===== src/rtl/unidad_aritmetica_pkg.sv =====
// Shared definitions for the arithmetic-unit arbiter.
// Contents:
//   OP_* op-select encodings understood by the arithmetic unit
//   estado_t arbiter FSM states
//   latencia() number of EXEC cycles granted to an op select
package unidad_aritmetica_pkg;

    localparam logic [3:0] OP_SUMA  = 4'd0;
    localparam logic [3:0] OP_RESTA = 4'd1;
    localparam logic [3:0] OP_MULT  = 4'd2;
    localparam logic [3:0] OP_DIV   = 4'd3;
    localparam logic [3:0] OP_MOD   = 4'd4;

    typedef enum logic [1:0] {
        IDLE,
        EXEC,
        DONE
    } estado_t;

    // Unsupported selects get a single EXEC cycle, like add/sub.
    function automatic int unsigned latencia(input logic [3:0] s,
                                             input int unsigned mult_cycles,
                                             input int unsigned div_cycles);
        case (s)
            OP_MULT:        return mult_cycles;
            OP_DIV, OP_MOD: return div_cycles;
            default:        return 1;
        endcase
    endfunction

endpackage


===== src/rtl/arbitro_unidad_aritmetica_if.sv =====
// Bus bundle between two requesters, the arbiter, the arithmetic unit and
// the result consumer.
// Signals:
//   req0_* / req1_*  valid/ready handshake plus A/B operands and S op select
//   alu_*            operands/op towards the unit, result and NZCV flags back
//   resp_*           registered result, flags, requester id and error flag
// Modports:
//   slave   arbiter view
//   master  environment view (requesters, unit, consumer)
interface arbitro_unidad_aritmetica_if #(
    parameter int NUM_BITS = 2
);
    logic                req0_valid;
    logic                req0_ready;
    logic [NUM_BITS-1:0] req0_A;
    logic [NUM_BITS-1:0] req0_B;
    logic [3:0]          req0_S;

    logic                req1_valid;
    logic                req1_ready;
    logic [NUM_BITS-1:0] req1_A;
    logic [NUM_BITS-1:0] req1_B;
    logic [3:0]          req1_S;

    logic [NUM_BITS-1:0] alu_A;
    logic [NUM_BITS-1:0] alu_B;
    logic [3:0]          alu_S;
    logic [NUM_BITS-1:0] alu_R;
    logic                alu_N, alu_Z, alu_C, alu_V;

    logic                resp_valid;
    logic                resp_ready;
    logic [NUM_BITS-1:0] resp_R;
    logic                resp_N, resp_Z, resp_C, resp_V;
    logic                resp_id;
    logic                resp_err;

    modport slave (
        input  req0_valid, req0_A, req0_B, req0_S,
        input  req1_valid, req1_A, req1_B, req1_S,
        input  alu_R, alu_N, alu_Z, alu_C, alu_V,
        input  resp_ready,
        output req0_ready, req1_ready,
        output alu_A, alu_B, alu_S,
        output resp_valid, resp_R, resp_N, resp_Z, resp_C, resp_V,
        output resp_id, resp_err
    );

    modport master (
        output req0_valid, req0_A, req0_B, req0_S,
        output req1_valid, req1_A, req1_B, req1_S,
        output alu_R, alu_N, alu_Z, alu_C, alu_V,
        output resp_ready,
        input  req0_ready, req1_ready,
        input  alu_A, alu_B, alu_S,
        input  resp_valid, resp_R, resp_N, resp_Z, resp_C, resp_V,
        input  resp_id, resp_err
    );

endinterface


===== src/rtl/arbitro_rr_2.sv =====
// Two-way round-robin grant generator.
// Ports:
//   clk, rst  clock and synchronous active-high reset
//   req       request vector, bit i = requester i
//   advance   a grant was taken this cycle; move priority past the winner
//   grant     one-hot grant (all zero when nobody requests)
module arbitro_rr_2 (
    input  logic       clk,
    input  logic       rst,
    input  logic [1:0] req,
    input  logic       advance,
    output logic [1:0] grant
);

    // ptr = 0 favours requester 0, ptr = 1 favours requester 1.
    logic ptr;

    always_comb begin
        grant = req;
        if (req == 2'b11) begin
            grant = ptr ? 2'b10 : 2'b01;
        end
    end

    // After a grant the other requester becomes favoured, so serving
    // requester 0 moves the pointer to 1 and vice versa.
    always_ff @(posedge clk) begin
        if (rst) begin
            ptr <= 1'b0;
        end else if (advance) begin
            ptr <= grant[0];
        end
    end

endmodule


===== src/rtl/arbitro_unidad_aritmetica.sv =====
// Shares one combinational arithmetic unit between two requesters.
// Round-robin arbitration picks a requester in IDLE, its A/B/S are latched
// and held on the unit for a per-op number of EXEC cycles, then the unit's
// result and NZCV flags are registered and offered on resp_* until taken.
// Ports:
//   clk, rst  clock and synchronous active-high reset
//   bus       slave side of the arbiter bus (requesters, unit, response)
module arbitro_unidad_aritmetica
    import unidad_aritmetica_pkg::*;
#(
    parameter int unsigned NUM_BITS    = 2,
    parameter int unsigned MULT_CYCLES = 2,
    parameter int unsigned DIV_CYCLES  = 4
) (
    input logic                         clk,
    input logic                         rst,
    arbitro_unidad_aritmetica_if.slave  bus
);

    localparam int unsigned MAX_CYCLES = (MULT_CYCLES > DIV_CYCLES) ? MULT_CYCLES : DIV_CYCLES;
    localparam int unsigned CNT_W      = $clog2(MAX_CYCLES) + 1;

    estado_t             state;
    estado_t             state_next;
    logic [CNT_W-1:0]    cnt;
    logic [1:0]          req_vec;
    logic [1:0]          grant;
    logic                accept;
    logic                ready0;
    logic                ready1;

    logic [NUM_BITS-1:0] sel_A;
    logic [NUM_BITS-1:0] sel_B;
    logic [3:0]          sel_S;

    logic [NUM_BITS-1:0] op_A;
    logic [NUM_BITS-1:0] op_B;
    logic [3:0]          op_S;
    logic                op_id;

    logic [NUM_BITS-1:0] res_R;
    logic                res_N, res_Z, res_C, res_V;
    logic                res_id;
    logic                res_err;

    assign req_vec = {bus.req1_valid, bus.req0_valid};

    arbitro_rr_2 u_rr (
        .clk     (clk),
        .rst     (rst),
        .req     (req_vec),
        .advance (accept),
        .grant   (grant)
    );

    assign sel_A = grant[1] ? bus.req1_A : bus.req0_A;
    assign sel_B = grant[1] ? bus.req1_B : bus.req0_B;
    assign sel_S = grant[1] ? bus.req1_S : bus.req0_S;

    // Next state and readiness. Readiness exists only in IDLE, so the
    // cycle that leaves DONE can never accept a new request.
    always_comb begin
        state_next = state;
        accept     = 1'b0;
        ready0     = 1'b0;
        ready1     = 1'b0;
        case (state)
            IDLE: begin
                ready0 = grant[0];
                ready1 = grant[1];
                if (|grant) begin
                    accept     = 1'b1;
                    state_next = EXEC;
                end
            end
            EXEC: begin
                if (cnt == '0) begin
                    state_next = DONE;
                end
            end
            DONE: begin
                if (bus.resp_ready) begin
                    state_next = IDLE;
                end
            end
            default: state_next = IDLE;
        endcase
    end

    // State, operand latches, cycle budget and result registers. Operand
    // latches only change on a handshake, so the unit's inputs stay at the
    // last op in DONE/IDLE instead of dropping to zero.
    always_ff @(posedge clk) begin
        if (rst) begin
            state   <= IDLE;
            cnt     <= '0;
            op_A    <= '0;
            op_B    <= '0;
            op_S    <= '0;
            op_id   <= 1'b0;
            res_R   <= '0;
            res_N   <= 1'b0;
            res_Z   <= 1'b0;
            res_C   <= 1'b0;
            res_V   <= 1'b0;
            res_id  <= 1'b0;
            res_err <= 1'b0;
        end else begin
            state <= state_next;
            case (state)
                IDLE: begin
                    if (accept) begin
                        op_A  <= sel_A;
                        op_B  <= sel_B;
                        op_S  <= sel_S;
                        op_id <= grant[1];
                        cnt   <= CNT_W'(latencia(sel_S, MULT_CYCLES, DIV_CYCLES) - 1);
                    end
                end
                EXEC: begin
                    if (cnt != '0) begin
                        cnt <= cnt - 1'b1;
                    end else begin
                        res_R   <= bus.alu_R;
                        res_N   <= bus.alu_N;
                        res_Z   <= bus.alu_Z;
                        res_C   <= bus.alu_C;
                        res_V   <= bus.alu_V;
                        res_id  <= op_id;
                        res_err <= (op_S > OP_MOD);
                    end
                end
                default: begin
                end
            endcase
        end
    end

    assign bus.req0_ready = ready0;
    assign bus.req1_ready = ready1;
    assign bus.alu_A      = op_A;
    assign bus.alu_B      = op_B;
    assign bus.alu_S      = op_S;
    assign bus.resp_valid = (state == DONE);
    assign bus.resp_R     = res_R;
    assign bus.resp_N     = res_N;
    assign bus.resp_Z     = res_Z;
    assign bus.resp_C     = res_C;
    assign bus.resp_V     = res_V;
    assign bus.resp_id    = res_id;
    assign bus.resp_err   = res_err;

endmodule

===== src/flat_wrapper.sv =====
// flat-port wrapper written by rule: the top's interface ports become plain ports
module arbitro_unidad_aritmetica_flat import unidad_aritmetica_pkg::*;
#(
    parameter int unsigned NUM_BITS    = 2,
    parameter int unsigned MULT_CYCLES = 2,
    parameter int unsigned DIV_CYCLES  = 4
)
  (clk, rst, bus_req0_valid, bus_req0_A, bus_req0_B, bus_req0_S, bus_req1_valid, bus_req1_A, bus_req1_B, bus_req1_S, bus_alu_R, bus_alu_N, bus_alu_Z, bus_alu_C, bus_alu_V, bus_resp_ready, bus_req0_ready, bus_req1_ready, bus_alu_A, bus_alu_B, bus_alu_S, bus_resp_valid, bus_resp_R, bus_resp_N, bus_resp_Z, bus_resp_C, bus_resp_V, bus_resp_id, bus_resp_err);
  arbitro_unidad_aritmetica_if #(.NUM_BITS(NUM_BITS)) bus_i ();
  input logic clk;
  input logic rst;
  input wire logic [$bits(bus_i.req0_valid)-1:0] bus_req0_valid;
  input wire logic [$bits(bus_i.req0_A)-1:0] bus_req0_A;
  input wire logic [$bits(bus_i.req0_B)-1:0] bus_req0_B;
  input wire logic [$bits(bus_i.req0_S)-1:0] bus_req0_S;
  input wire logic [$bits(bus_i.req1_valid)-1:0] bus_req1_valid;
  input wire logic [$bits(bus_i.req1_A)-1:0] bus_req1_A;
  input wire logic [$bits(bus_i.req1_B)-1:0] bus_req1_B;
  input wire logic [$bits(bus_i.req1_S)-1:0] bus_req1_S;
  input wire logic [$bits(bus_i.alu_R)-1:0] bus_alu_R;
  input wire logic [$bits(bus_i.alu_N)-1:0] bus_alu_N;
  input wire logic [$bits(bus_i.alu_Z)-1:0] bus_alu_Z;
  input wire logic [$bits(bus_i.alu_C)-1:0] bus_alu_C;
  input wire logic [$bits(bus_i.alu_V)-1:0] bus_alu_V;
  input wire logic [$bits(bus_i.resp_ready)-1:0] bus_resp_ready;
  output wire logic [$bits(bus_i.req0_ready)-1:0] bus_req0_ready;
  output wire logic [$bits(bus_i.req1_ready)-1:0] bus_req1_ready;
  output wire logic [$bits(bus_i.alu_A)-1:0] bus_alu_A;
  output wire logic [$bits(bus_i.alu_B)-1:0] bus_alu_B;
  output wire logic [$bits(bus_i.alu_S)-1:0] bus_alu_S;
  output wire logic [$bits(bus_i.resp_valid)-1:0] bus_resp_valid;
  output wire logic [$bits(bus_i.resp_R)-1:0] bus_resp_R;
  output wire logic [$bits(bus_i.resp_N)-1:0] bus_resp_N;
  output wire logic [$bits(bus_i.resp_Z)-1:0] bus_resp_Z;
  output wire logic [$bits(bus_i.resp_C)-1:0] bus_resp_C;
  output wire logic [$bits(bus_i.resp_V)-1:0] bus_resp_V;
  output wire logic [$bits(bus_i.resp_id)-1:0] bus_resp_id;
  output wire logic [$bits(bus_i.resp_err)-1:0] bus_resp_err;
  assign bus_i.req0_valid = bus_req0_valid;
  assign bus_i.req0_A = bus_req0_A;
  assign bus_i.req0_B = bus_req0_B;
  assign bus_i.req0_S = bus_req0_S;
  assign bus_i.req1_valid = bus_req1_valid;
  assign bus_i.req1_A = bus_req1_A;
  assign bus_i.req1_B = bus_req1_B;
  assign bus_i.req1_S = bus_req1_S;
  assign bus_i.alu_R = bus_alu_R;
  assign bus_i.alu_N = bus_alu_N;
  assign bus_i.alu_Z = bus_alu_Z;
  assign bus_i.alu_C = bus_alu_C;
  assign bus_i.alu_V = bus_alu_V;
  assign bus_i.resp_ready = bus_resp_ready;
  assign bus_req0_ready = bus_i.req0_ready;
  assign bus_req1_ready = bus_i.req1_ready;
  assign bus_alu_A = bus_i.alu_A;
  assign bus_alu_B = bus_i.alu_B;
  assign bus_alu_S = bus_i.alu_S;
  assign bus_resp_valid = bus_i.resp_valid;
  assign bus_resp_R = bus_i.resp_R;
  assign bus_resp_N = bus_i.resp_N;
  assign bus_resp_Z = bus_i.resp_Z;
  assign bus_resp_C = bus_i.resp_C;
  assign bus_resp_V = bus_i.resp_V;
  assign bus_resp_id = bus_i.resp_id;
  assign bus_resp_err = bus_i.resp_err;
  arbitro_unidad_aritmetica #(.NUM_BITS(NUM_BITS), .MULT_CYCLES(MULT_CYCLES), .DIV_CYCLES(DIV_CYCLES)) u_core (.clk(clk), .rst(rst), .bus(bus_i));
endmodule

===== config.mk =====
export PLATFORM = sky130hd
export DESIGN_NAME = arbitro_unidad_aritmetica_flat
export DESIGN_NICKNAME = d
export VERILOG_FILES = /design/src/rtl/unidad_aritmetica_pkg.sv /design/src/rtl/arbitro_unidad_aritmetica_if.sv /design/src/rtl/arbitro_rr_2.sv /design/src/rtl/arbitro_unidad_aritmetica.sv /design/src/flat_wrapper.sv
export SDC_FILE = /design/constraint.sdc
export NUM_CORES = 1
export LEC_CHECK = 0
export BUFFER_PORTS_ARGS = -buffer_cell sky130_fd_sc_hd__buf_2
export CAP_MARGIN = 20
export CORE_MARGIN = 10
export CORE_UTILIZATION = 47
export DETAILED_ROUTE_END_ITERATION = 7
export MAX_ROUTING_LAYER = met4
export PLACE_DENSITY = 0.78
export REMOVE_ABC_BUFFERS = 1
export SYNTH_ARGS = -nofsm -noshare
export SYNTH_HDL_FRONTEND = slang
export SYNTH_SLANG_ARGS = --single-unit

===== constraint.sdc =====
create_clock -name clk -period 2.72 [get_ports clk]
set_clock_uncertainty 0.2 [all_clocks]
set_input_delay 0.408 -clock clk [delete_from_list [all_inputs] [get_ports clk]]
set_output_delay 0.408 -clock clk [all_outputs]
set_load 0.03 [all_outputs]

==> Word level (Yosys, flattened, before mapping) <==
Cells that the tools add are included.
{ "op_classes": {"order_cmp": 1, "n_mux": 20, "bitwise_logic": 1, "n_eq_ne": 11, "add_sub_neg": 2, "reduce_logical": 10} }
{ "ops": {"columns": ["cell", "count"], "rows": [
  ["$mux 3", 5],
  ["$mux 2", 7],
  ["$pmux 3 s2", 2],
  ["$eq 4x2->1 const B", 2],
  ["$ne 2x1->1 const B", 4],
  ["$pmux 2 s3", 1],
  ["$reduce_and 3->1", 2],
  ["$sub 3x1->3 const B", 2],
  ["$eq 2x2->1 const B", 2],
  ["$eq 4x3->1 const B", 1],
  ["$gt 4x3->1 const B", 1],
  ["$mux 1", 4],
  ["$mux 4", 1],
  ["$reduce_and 2->1", 2],
  ["$reduce_or 2->1", 2],
  ["$logic_not 3->1", 1],
  ["$reduce_bool 3->1", 1],
  ["$eq 2x1->1 const B", 1],
  ["$logic_not 2->1", 1],
  ["$ne 2x2->1 const B", 1],
  ["$reduce_bool 2->1", 1],
  ["$not 1->1", 1]
]} }
{ "totals": {"out_inout_bits": 19, "inputBits": 27, "ff_bits": 23} }

==> Depth between registers and ports, before layout <==
Gate-level depths: netlist (run 1).
{ "depth": {"depth_word": 12, "depth_mapped": 11, "depth_no_buf": 10} }

==> Hierarchy <==
Synthesis (run 1) repeated with hierarchy kept, for this count alone.
{ "unflattened": {"cells_unflattened": 138, "hier_area_um2": 1161.1} }
{ "modules_own_cells": {"columns": ["mod", "area_each_um2", "cells_per_inst", "instances"], "rows": [
  ["arbitro_unidad_aritmetica", 1093.5, 131, 1],
  ["arbitro_rr_2", 67.6, 7, 1]
]} }

==> Least setup slack after synthesis (run 1) <==
No wires, ideal clock.
{ "synth_path": {"path_kind": "in2out", "startpoint": "in bus_req0_valid", "endpoint": "out bus_req0_ready", "path_slack_ps": -128, "n_path_buf": 0, "cell_stages": 2, "required_time_ps": 2112, "arrival_time_ps": 2240, "cell_sequence": "inv_1 a2111oi_0"} }
{ "synth_between": {"elab_chain_cells": 3} }
{ "synth_rtl": {"columns": ["element", "line_no", "text"], "rows": [
  ["start: declaration", "flat_wrapper.sv:12", "input wire logic [$bits(bus_i.req0_valid)-1:0] bus_req0_valid;"],
  ["$eq 2x2->1", "arbitro_rr_2.sv:20", "if (req == 2'b11) begin"],
  ["$mux 2 *", "arbitro_rr_2.sv:20", null],
  ["$mux 1 *", "arbitro_unidad_aritmetica.sv:67", "case (state)"],
  ["end: declaration", "flat_wrapper.sv:26", "output wire logic [$bits(bus_i.req0_ready)-1:0] bus_req0_ready;"]
]} }
Every way passes the cells marked *; elsewhere a longest branch is shown, timed or not.

==> Worst setup path in the final report (run 1) <==
{ "layout_path": {"startpoint": "reg u_core.u_rr.ptr", "endpoint": "reg u_core.cnt[2]"} }
{ "layout_between": {"elab_chain_cells": 12} }
{ "layout_rtl": {"columns": ["element", "line_no", "text"], "rows": [
  ["start: declaration", "arbitro_rr_2.sv:16", "logic ptr;"],
  ["start signal: assignment", "arbitro_rr_2.sv:31", "ptr <= grant[0];"],
  ["$mux 2 *", "arbitro_rr_2.sv:21", "grant = ptr ? 2'b10 : 2'b01;"],
  ["$mux 2 *", "arbitro_rr_2.sv:20", null],
  ["$mux 4", "arbitro_unidad_aritmetica.sv:58", "assign sel_S = grant[1] ? bus.req1_S : bus.req0_S;"],
  ["$eq 4x2->1 or $eq 4x3->1 (tied branches)", "unidad_aritmetica_pkg.sv:24", "case (s)"],
  ["$reduce_or 2->1", "unidad_aritmetica_pkg.sv:24", null],
  ["$pmux 3 s2", "unidad_aritmetica_pkg.sv:24", null],
  ["$mux 3", "arbitro_unidad_aritmetica.sv:112", "if (accept) begin"],
  ["$mux 3", "arbitro_unidad_aritmetica.sv:110", "case (state)"],
  ["$mux 3", "arbitro_unidad_aritmetica.sv:94", "if (rst) begin"],
  ["$sub 3x1->3", "arbitro_unidad_aritmetica.sv:117", "cnt <= CNT_W'(latencia(sel_S, MULT_CYCLES, DIV_CYCLES) - 1);"],
  ["$mux 3", "arbitro_unidad_aritmetica.sv:112", null],
  ["$pmux 3 s2", "arbitro_unidad_aritmetica.sv:110", null],
  ["end signal: assignment", "arbitro_unidad_aritmetica.sv:117", null],
  ["end signal: assignment", "arbitro_unidad_aritmetica.sv:122", "cnt <= cnt - 1'b1;"],
  ["end: declaration", "arbitro_unidad_aritmetica.sv:25", "logic [CNT_W-1:0] cnt;"]
]} }
Every way passes the cells marked *; elsewhere a longest branch is shown, timed or not. The select of a mux whose other input is x is not followed.
A chain may end at the register's enable or synchronous reset.

==> impl_metrics.json, run 1 <==
{
  "antenna_found_initial": 0,
  "maxCapViolations": 0,
  "yosysWarnings": 0,
  "min_period_ns": 2.07,
  "cp.arrival_ns": 2.06,
  "dr_wl_met2_um": 1330,
  "fillers": 235,
  "rsz0062_at_grt": "false",
  "numCtsBuffers": 3,
  "die_w_um": 69.9,
  "p_leak_uw": 0.000677,
  "synth_cells": 142,
  "cp_num_buf_inv": 1,
  "worstPathCellList": "o21ai_1, mux2i_1, a31oi_1, ha_1, inv_1, a311oi_1, mux2i_1, o31ai_1",
  "max_freq_ghz": 0.483,
  "synth.top_cell.area_share_pct": 39.4,
  "wl_um": 2990,
  "dieArea_um2": 4880,
  "firstDrtPassIters": 4,
  "setup_viol": 0,
  "drc": 0,
  "dp_cells": 212,
  "synth_top_area_cell": "dfxtp_1",
  "design_area_um2": 1440,
  "num_rows": 18,
  "cts_tree": "yes",
  "core-area_um2": 2430,
  "netlist_area_um2": 1170,
  "grt_pass1_wl_um": 5150,
  "gp_congestion": 0.810,
  "synthMuxAreaShare_pct": 8.57,
  "hold_viol": 0,
  "initialDrtViolationCount": 99,
  "htree_levels": 1,
  "portBuffers": 45,
  "worst-r2r-cell-count": 8,
  "max_slew_margin_pct": 56.6,
  "clockBufferDepth": 2,
  "pre_cts_ws_ns": 0.358,
  "cts_resized": 0,
  "slew_viol_final": 0,
  "crit_path_max_fanout": 7,
  "ys_seq_area_share_pct": 39.4,
  "place_area_um2": 1410,
  "setup_ws_ns": 0.649,
  "fin_cells": 216,
  "root_buffer": "clkbuf_4",
  "ios": 46,
  "drive_above_1_share_pct": 30.6,
  "hold_path.class": "in2reg",
  "cts.clk_slew.worst_paths_ns": 0.13,
  "routed_via_density": 5.39,
  "cp.depth": 8,
  "fin_crit_sh_pct": 76.1,
  "synth_seq_cells": 23,
  "nets": 215,
  "ys_types": 37,
  "grt_max_degree": 27,
  "wl_met3_um": 209,
  "synth-simple-area-share_pct": 24.5,
  "synth_fa_ha_area_share_pct": 1.07,
  "synth_top_family_by_area": "simple AND/OR/NAND/NOR gates",
  "diodes": 0,
  "timing.critical_path.to": "u_core.cnt[2]",
  "holdWs_ns": 0.129,
  "synth_compound_area_share_pct": 21.1,
  "cp_slowest_cell": "o21ai_1",
  "crit_start": "u_core.u_rr.ptr",
  "die_h_um": 69.9,
  "synth_area_leaders": "dfxtp_1 (39%), mux2i_1 (8.6%), a21oi_1 (6.0%)",
  "worstSetupPathType": "reg2reg",
  "gr-total-overflow": 0,
  "dpl.hpwl_um": 2400,
  "critical-path-top-delay-family": "compound AO/OA/AOI/OAI gates",
  "insertion_delay_ns": 0.32,
  "rrSetupSlack_ns": 0.65,
  "crit_path_end_kind": "flop",
  "ant_nets": 0,
  "via_count": 1164,
  "start_util_pct": 48.0,
  "cp.required_ns": 2.71,
  "grt_pass1_vias": 1113,
  "syn-mean-instance-area_um2": 8.23,
  "tightest_slew_ns": 0.648,
  "startpoint_type": "flop",
  "ctsHoldBuffers": 0,
  "outcome": "finished clean",
  "ir_drop_mv": 0.411,
  "track_usage_pct": 12.2,
  "postCtsSetupBuffers": 0,
  "power_density_nw_per_um2": 703,
  "cts_sinks": 23,
  "wl_per_cell_um": 13.9,
  "wl_met1_um": 1400,
  "synth_xor_area_share_pct": 0,
  "cpPeakStageDelay_ns": 0.41,
  "cpMostUsedCell": "mux2i_1",
  "reg2reg_from": "u_core.u_rr.ptr",
  "area_delta_synth_final_pct": 23.0,
  "top_layer": "met4",
  "reg2reg_to": "u_core.cnt[2]"
}
## flip-flops by register name (all words and copies together), names as in the netlist
register / count
u_core.bus.alu_A: 2
u_core.bus.alu_B: 2
u_core.bus.alu_S: 4
u_core.bus.resp_C: 1
u_core.bus.resp_N: 1
u_core.bus.resp_R: 2
u_core.bus.resp_V: 1
u_core.bus.resp_Z: 1
u_core.bus.resp_err: 1
u_core.bus.resp_id: 1
u_core.cnt: 3
u_core.op_id: 1
u_core.state: 2
u_core.u_rr.ptr: 1
## cell families after synthesis
kind of cell | after synthesis
fa+ha+maj | 1
mux | 10
buf+inv | 13
flops | 23
simple gates | 57
compound gates | 38
## stage by stage
| stage | power (µW) | setup TNS, ns | utilization [%] |
|---|---|---|---|
| 2_1_floorplan | 725 | -0.131 | - |
| 3_3_place_gp | 850 | 0 | 58.0 |
| 3_5_place_dp | 863 | 0 | 58.0 |
| 4_1_cts | 1020 | 0 | 59.1 |
| 5_1_grt | 1090 | 0 | 59.1 |
| 6_report | 1010 | 0 | 59.1 |
## layout make-up
type / instances / area (µm²) / share of cell area, %
inverters: 5 / 18.8 / 1.31
clock inverters: 1 / 5.00 / 0.348
clock buffers: 3 / 22.5 / 1.57
flip-flops and latches: 23 / 460 / 32.0
multi-input cells: 106 / 646 / 44.9
repair buffers: 48 / 248 / 17.2
well taps: 30 / 37.5 / 2.61
## layout by cell type (no fill, tap or decap), types with 3 or more instances in the layout
| master | n |
|---|---|
| inv_1 | 5 |
| nor2b_1 | 3 |
| buf_4 | 3 |
| nor3_1 | 4 |
| o21ai_0 | 4 |
| a21oi_1 | 14 |
| nor2_1 | 18 |
| clkbuf_4 | 3 |
| buf_2 | 45 |
| dfxtp_1 | 23 |
| nand3_1 | 8 |
| a211oi_1 | 9 |
| nand2_1 | 10 |
| nand2b_1 | 4 |
| mux2i_1 | 10 |
## synthesized netlist by cell type (all sizes together)
| cell type | n |
|---|---|
| a31oi | 1 |
| o21ai | 6 |
| a311oi | 1 |
| or3b | 1 |
| a21oi | 14 |
| o22ai | 1 |
| mux2i | 10 |
| nand2b | 4 |
| ha | 1 |
| a21boi | 1 |
| nor2 | 18 |
| o221a | 1 |
| nand3 | 8 |
| inv | 5 |
| and3b | 1 |
| dfxtp | 23 |
| nor3 | 5 |
| o31ai | 2 |
| buf | 5 |
| or2b | 1 |
| clkbuf | 3 |
| nand3b | 1 |
| a211oi | 9 |
| nor2b | 3 |
| or3 | 1 |
| nand2 | 11 |
| and2 | 1 |
| nor3b | 1 |
| and2b | 1 |
| a2111oi | 2 |
## report_power, final
group | internal [µW] | switching, µW
logic | 140 | 272
clock network | 55.0 | 105
registers | 395 | 43.7
## how the worst min path moves through the flow
| stage | startpoint | end | depth (start not counted) | slack, ns |
|---|---|---|---|---|
| finish | bus_alu_Z | u_core.bus.resp_Z | 3 | 0.13 |
| global route | bus_alu_Z | u_core.bus.resp_Z | 3 | 0.12 |
| CTS | bus_alu_N | u_core.bus.resp_N | 3 | 0.13 |
| detailed placement | u_core.bus.resp_N | u_core.bus.resp_N | 2 | 0.25 |
| global placement | u_core.bus.resp_N | u_core.bus.resp_N | 2 | 0.24 |
| floorplan | u_core.op_id | u_core.bus.resp_id | 2 | 0.24 |
## per-layer routing
metal / global-route usage (%) / vias to the layer above
li1: - / 595
met1: 14.9 / 526
met2: 18.9 / 37
met3: 2.68 / 6
met4: 5.26 / 0
met5: - / -
## worst register-to-register path, cell delays in order (launching register included)
cell and delay [ns]:
dfxtp_1 0.35, o21ai_1 0.41, mux2i_1 0.30, a31oi_1 0.12, ha_1 0.23, inv_1 0.07
a311oi_1 0.04, mux2i_1 0.15, o31ai_1 0.08
Power figures use the tool's default switching activity.
==> run 2: changes to the inputs <==
--- a/config.mk
+++ b/config.mk
@@ -5,13 +5,14 @@
 export SDC_FILE = /design/constraint.sdc
 export NUM_CORES = 1
 export LEC_CHECK = 0
+export ABC_AREA = 1
 export BUFFER_PORTS_ARGS = -buffer_cell sky130_fd_sc_hd__buf_2
 export CAP_MARGIN = 20
 export CORE_MARGIN = 10
-export CORE_UTILIZATION = 47
+export CORE_UTILIZATION = 43
 export DETAILED_ROUTE_END_ITERATION = 7
 export MAX_ROUTING_LAYER = met4
-export PLACE_DENSITY = 0.78
+export PLACE_DENSITY = 0.75
 export REMOVE_ABC_BUFFERS = 1
 export SYNTH_ARGS = -nofsm -noshare
 export SYNTH_HDL_FRONTEND = slang
==> constraint.sdc (replaced) <==
create_clock -name clk -period 1.8 [get_ports clk]
set_clock_uncertainty 0.2 [all_clocks]
set_input_delay 0.27 -clock clk [delete_from_list [all_inputs] [get_ports clk]]
set_output_delay 0.27 -clock clk [all_outputs]
set_load 0.03 [all_outputs]
==> run 2 against run 1 <==
Net effect:
- the run now ends with negative setup slack left
- first-iteration DRC count decreased by 39%
- critical path type is now reg2out
- flip-flop and latch count unchanged
- worst setup slack got worse by 0.67 ns
==> impl_metrics.json, run 2 <==
{
  "holdWs_ns": 0.0631,
  "synth.top_cell.area_share_pct": 39.3,
  "pre_cts_ws_ns": -0.0829,
  "root_buffer": "clkbuf_4",
  "max_freq_ghz": 0.550,
  "gr-total-overflow": 0,
  "hold_path.class": "in2reg",
  "final_core_util_pct": 67.4,
  "netlist_area_um2": 1170,
  "synth_area_leaders": "dfxtp_1 (39%), nand2_1 (9.6%), nor2_1 (7.4%)",
  "power_uw": 1960,
  "synthMuxAreaShare_pct": 0,
  "via_count": 1229,
  "ir_drop_mv": 0.831,
  "insertion_delay_ns": 0.32,
  "max_slew_margin_pct": 78.9,
  "hold_viol": 0,
  "synth-edff-count": 0,
  "reg2reg_to": "u_core.cnt[2]",
  "fin_crit_sh_pct": 101,
  "grt_pass1_vias": 1236,
  "antenna_found_initial": 0,
  "die_w_um": 72.2,
  "synth_xor_area_share_pct": 0,
  "die_h_um": 72.2,
  "synth_fa_ha_area_share_pct": 1.07,
  "setup_ws_ns": -0.0196,
  "violations": "negative setup slack",
  "power_density_nw_per_um2": 1140,
  "slew_viol_final": 0,
  "grt_max_degree": 19,
  "largest_reg_flops": 4,
  "cp.required_ns": 1.33,
  "hold_depth": 5,
  "synth_top_family_by_area": "simple AND/OR/NAND/NOR gates",
  "cts_sinks": 23,
  "fillers": 215,
  "maxCapViolations": 0,
  "synth_top_area_cell": "dfxtp_1",
  "worstSetupPathType": "reg2out",
  "layout_common_cells": "buf_2 (43), nand2_1 (23), dfxtp_1 (22)",
  "rsz0062_at_grt": "true",
  "routed_via_density": 4.76,
  "layout_commonest_cell": "buf_2",
  "dieArea_um2": 5220,
  "tightest_slew_ns": 0.316,
  "dpl.hpwl_um": 2360,
  "grt_pass1_wl_um": 5520,
  "ios": 46,
  "cp.arrival_ns": 1.35,
  "holdPathEnd": "u_core.bus.alu_B[0]",
  "fin_tns_setup_ns": -0.0196,
  "yosysMostFrequentCell": "nand2_1",
  "ys_seq_area_share_pct": 39.3,
  "startpoint_type": "flop",
  "ant_nets": 0,
  "outcome": "finished with violations",
  "portBuffers": 45,
  "track_usage_pct": 13.0,
  "diodes": 0,
  "ys_types": 24,
  "cts_tree": "yes",
  "ys_top_cells_by_count": "nand2_1 (30), dfxtp_1 (23), nor2_1 (23), inv_1 (21), nand3_1 (13)",
  "htree_levels": 1,
  "crit_path_end_kind": "output pin",
  "synth_compound_area_share_pct": 16.4,
  "start_util_pct": 46.1,
  "synth_seq_cells": 23,
  "synth_cells": 163,
  "firstDrtPassIters": 4,
  "ys_async_sr_fraction_pct": 0,
  "drive_above_1_share_pct": 42.1,
  "min_period_ns": 1.82,
  "synth-simple-area-share_pct": 32.2,
  "synth_flop_cell": "dfxtp_1",
  "clockBufferDepth": 2,
  "hp-start": "bus_req1_B[0]",
  "num_rows": 18,
  "crit_path_max_fanout": 7,
  "reg2reg_from": "u_core.u_rr.ptr",
  "cts.clk_slew.worst_paths_ns": 0.13,
  "rrSetupSlack_ns": 0.01,
  "drc": 0,
  "area_delta_synth_final_pct": 46.3,
  "worst-r2r-cell-count": 14,
  "wl_per_cell_um": 13.2,
  "initialDrtViolationCount": 60,
  "setup_viol": 1,
  "nets": 257,
  "yosysWarnings": 0,
  "gp_congestion": 0.956,
  "core-area_um2": 2540,
  "numCtsBuffers": 3,
  "syn-mean-instance-area_um2": 7.19,
  "wl_um": 3400,
  "p_leak_uw": 0.000909
}
## run 2: logic make-up (layout without fill, tap and decap cells)
logic type               Yosys count  in the layout
AND/OR/NAND/NOR                   79             80
AO/OA/AOI/OAI                     31             31
buffers and inverters             29             93
flip-flops                        23             23
adder cells (fa/ha/maj)            1              1
## run 2: per-layer routing
layer	vias up	share of wire [%]	global-route usage (%)
li1	652	-	-
met1	535	46	15.6
met2	36	44	19.1
met3	6	8.4	5.31
met4	0	1.6	4.09
met5	-	0	-
## run 2: how the worst max path moves through the flow
stage	slack (ns)	endpoint	cells after the start	startpoint
finish	-0.02	bus_req0_ready	7	u_core.u_rr.ptr
global route	-0.12	u_core.cnt[2]	14	u_core.u_rr.ptr
global placement	-0.01	u_core.cnt[2]	13	bus_req0_valid
detailed placement	-0.08	u_core.cnt[2]	13	bus_req0_valid
floorplan	0.03	u_core.cnt[2]	13	u_core.u_rr.ptr
CTS	-0.01	bus_req0_ready	7	u_core.u_rr.ptr
## run 2: timing repair
item,CTS,global route
resized for setup,14,19
setup endpoints to repair,2,4
pin swaps,3,12
hold buffers,8,0
endpoints found under the hold margin,8,0
setup buffers,1,3
gates cloned,1,0
## run 2: report_power, final
part,switching [µW],total [µW],internal (µW)
clock network,168,253,84.9
logic,634,986,352
registers,78.4,720,642
## run 2: cell type report
class | count | area (µm²) | area share, %
timing repair buffer | 65 | 415 | 24.2
inverter | 24 | 97.6 | 5.69
clock inverter | 1 | 7.51 | 0.438
sequential | 23 | 462 | 26.9
clock buffer | 3 | 22.5 | 1.31
multi-input combinational | 112 | 673 | 39.2
tap | 30 | 37.5 | 2.19
## run 2: per-stage QoR
stage | std cells | cell area (µm²)
floorplan | 158 | 1130
global placement | 242 | 1460
detailed placement | 242 | 1460
CTS | 256 | 1640
global route | 258 | 1720
finish | 258 | 1720
## run 2: worst max-delay path: stages, from the launching register on
cell	delay, ns
dfxtp_2	0.35
inv_4	0.07
nand2_8	0.08
nand2_8	0.10
buf_6	0.13
inv_6	0.04
nor2_4	0.12
buf_6	0.14
==> run 3: changes to the inputs <==
==> constraint.sdc (replaced) <==
create_clock -name clk -period 1.6 [get_ports clk]
set_clock_uncertainty 0.2 [all_clocks]
set_input_delay 0.24 -clock clk [delete_from_list [all_inputs] [get_ports clk]]
set_output_delay 0.24 -clock clk [all_outputs]
set_load 0.03 [all_outputs]
==> run 3 against run 2 <==
Net effect:
- the run still ends with negative setup slack left
- sequential power is 13% higher
- global-route usage is 0.95 points higher
- flip-flop and latch count stayed put
- critical path depth is 6 higher
- via count is 5.9% higher
- core utilization is 4.2 points higher
- count of clock-buffer cells in the layout stayed put
- combinational power is 25% higher
- largest power group unchanged
==> impl_metrics.json, run 3 (synthesis gave the netlist of run 2 again) <==
{
  "fin_cells": 269,
  "core-area_um2": 2540,
  "routed_via_density": 4.84,
  "rrSetupSlack_ns": -0.21,
  "holdPathEnd": "u_core.bus.alu_B[0]",
  "holdWs_ns": 0.0356,
  "wl_um": 3630,
  "dp_cells": 254,
  "cts_tree": "yes",
  "fillers": 210,
  "worst-r2r-cell-count": 13,
  "hold_viol": 0,
  "cts_sinks": 23,
  "firstDrtPassIters": 4,
  "crit_path_max_fanout": 6,
  "dpl.hpwl_um": 2510,
  "gp_congestion": 0.940,
  "slew_viol_final": 0,
  "ir_drop_mv": 1.12,
  "dieArea_um2": 5220,
  "cts.clk_slew.worst_paths_ns": 0.14,
  "portBuffers": 45,
  "cp.required_ns": 1.67,
  "worstSetupPathType": "reg2reg",
  "reg2reg_from": "u_core.u_rr.ptr",
  "max_freq_ghz": 0.553,
  "fin_crit_sh_pct": 113,
  "hp-start": "bus_req1_B[0]",
  "crit_start": "u_core.u_rr.ptr",
  "grt_max_degree": 19,
  "hold_path.class": "in2reg",
  "setup_ws_ns": -0.210,
  "cp.arrival_ns": 1.88,
  "crit_path_end_kind": "flop",
  "diodes": 0,
  "gr-total-overflow": 0,
  "via_count": 1302,
  "tightest_slew_ns": 0.330,
  "track_usage_pct": 13.9,
  "power_uw": 2330,
  "violations": "negative setup slack",
  "p_leak_uw": 0.000973,
  "numCtsBuffers": 3,
  "drc": 0,
  "insertion_delay_ns": 0.32,
  "grt_pass1_wl_um": 5930,
  "antenna_found_initial": 0,
  "max_slew_margin_pct": 78.0,
  "outcome": "finished with violations",
  "layout_commonest_cell": "buf_2",
  "clockBufferDepth": 2,
  "setup_viol": 5,
  "hold_depth": 5,
  "grt_pass1_vias": 1330,
  "largest_reg_flops": 4,
  "die_h_um": 72.2,
  "ant_nets": 0,
  "layout_common_cells": "buf_2 (42), nand2_1 (27), buf_4 (23)",
  "die_w_um": 72.2,
  "root_buffer": "clkbuf_4",
  "start_util_pct": 46.1,
  "reg2reg_to": "u_core.cnt[2]",
  "min_period_ns": 1.81,
  "area_delta_synth_final_pct": 55.4,
  "initialDrtViolationCount": 65,
  "power_density_nw_per_um2": 1280,
  "multi_input_area_um2": 688,
  "drive_above_1_share_pct": 44.8,
  "wl_per_cell_um": 13.5,
  "startpoint_type": "flop",
  "htree_levels": 1,
  "maxCapViolations": 0,
  "num_rows": 18,
  "ff_latch_area_um2": 464,
  "rsz0062_at_grt": "true",
  "nets": 268,
  "ios": 46,
  "fin_tns_setup_ns": -0.819
}
-- run 3: cell count changes in the layout (fill, tap and decap cells not counted), moves of 2 or more --
cell     delta
buf_4      +14
dfxtp_1     -2
dfxtp_2     +2
nand2_1     +4
nand2_2     -6
nand2_4     +2
nand3_1     -2
nor2_2      -2
nor2_4      +2
-- run 3: per-stage QoR --
stage	setup WS, ns	util (%)	cell area, µm²
after floorplan	-0.173	-	1130
after global placement	-0.196	61.1	1550
after detailed placement	-0.254	61.1	1550
after CTS	-0.163	68.6	1750
after global routing	-0.325	71.6	1820
final	-0.210	71.6	1820
-- run 3: area by class of cell --
cell class,instances,area share (%)
inverters,24,5.15
flip-flops and latches,23,25.5
multi-input cells,111,37.8
repair buffers,77,27.9
clock inverters,1,0.412
clock buffers,3,1.24
well taps,30,2.06
-- run 3: what timing repair did --
item	4_1_cts	5_1_grt
hold endpoints to repair	8	0
hold buffers	8	0
pin swaps	5	9
buffers inserted	1	2
endpoints found under the setup margin	5	15
gates resized for setup	20	18
-- run 3: worst max-delay path by stage --
stage	end	cells past startpoint
floorplan	u_core.cnt[2]	13
global placement	u_core.cnt[2]	13
detailed placement	u_core.cnt[2]	13
CTS	bus_req0_ready	7
global route	u_core.cnt[2]	14
finish	u_core.cnt[2]	13
-- run 3: layer usage --
layer / GRT usage, % / routed length [µm] / vias to the layer above
met5: - / 0 / -
met1: 16.8 / 1610 / 573
met4: 1.94 / 27 / 0
met3: 4.08 / 252 / 4
li1: - / - / 675
met2: 22.7 / 1750 / 50
-- run 3: critical path: stages (launching register included) --
cell	delay, ns
dfxtp_2	0.34
inv_2	0.07
nand2_4	0.09
buf_6	0.14
nand3_4	0.07
nand3_2	0.08
o21ai_2	0.17
nand2_1	0.11
nand2_4	0.09
ha_4	0.14
nand3_2	0.07
nand2_1	0.06
nor2_1	0.04
nor2_1	0.07
-- run 3: report_power, final --
part           switching (µW)  internal, µW  total [µW]
combinational             755           479        1230
clock                     188          95.3         284
sequential               90.4           724         815
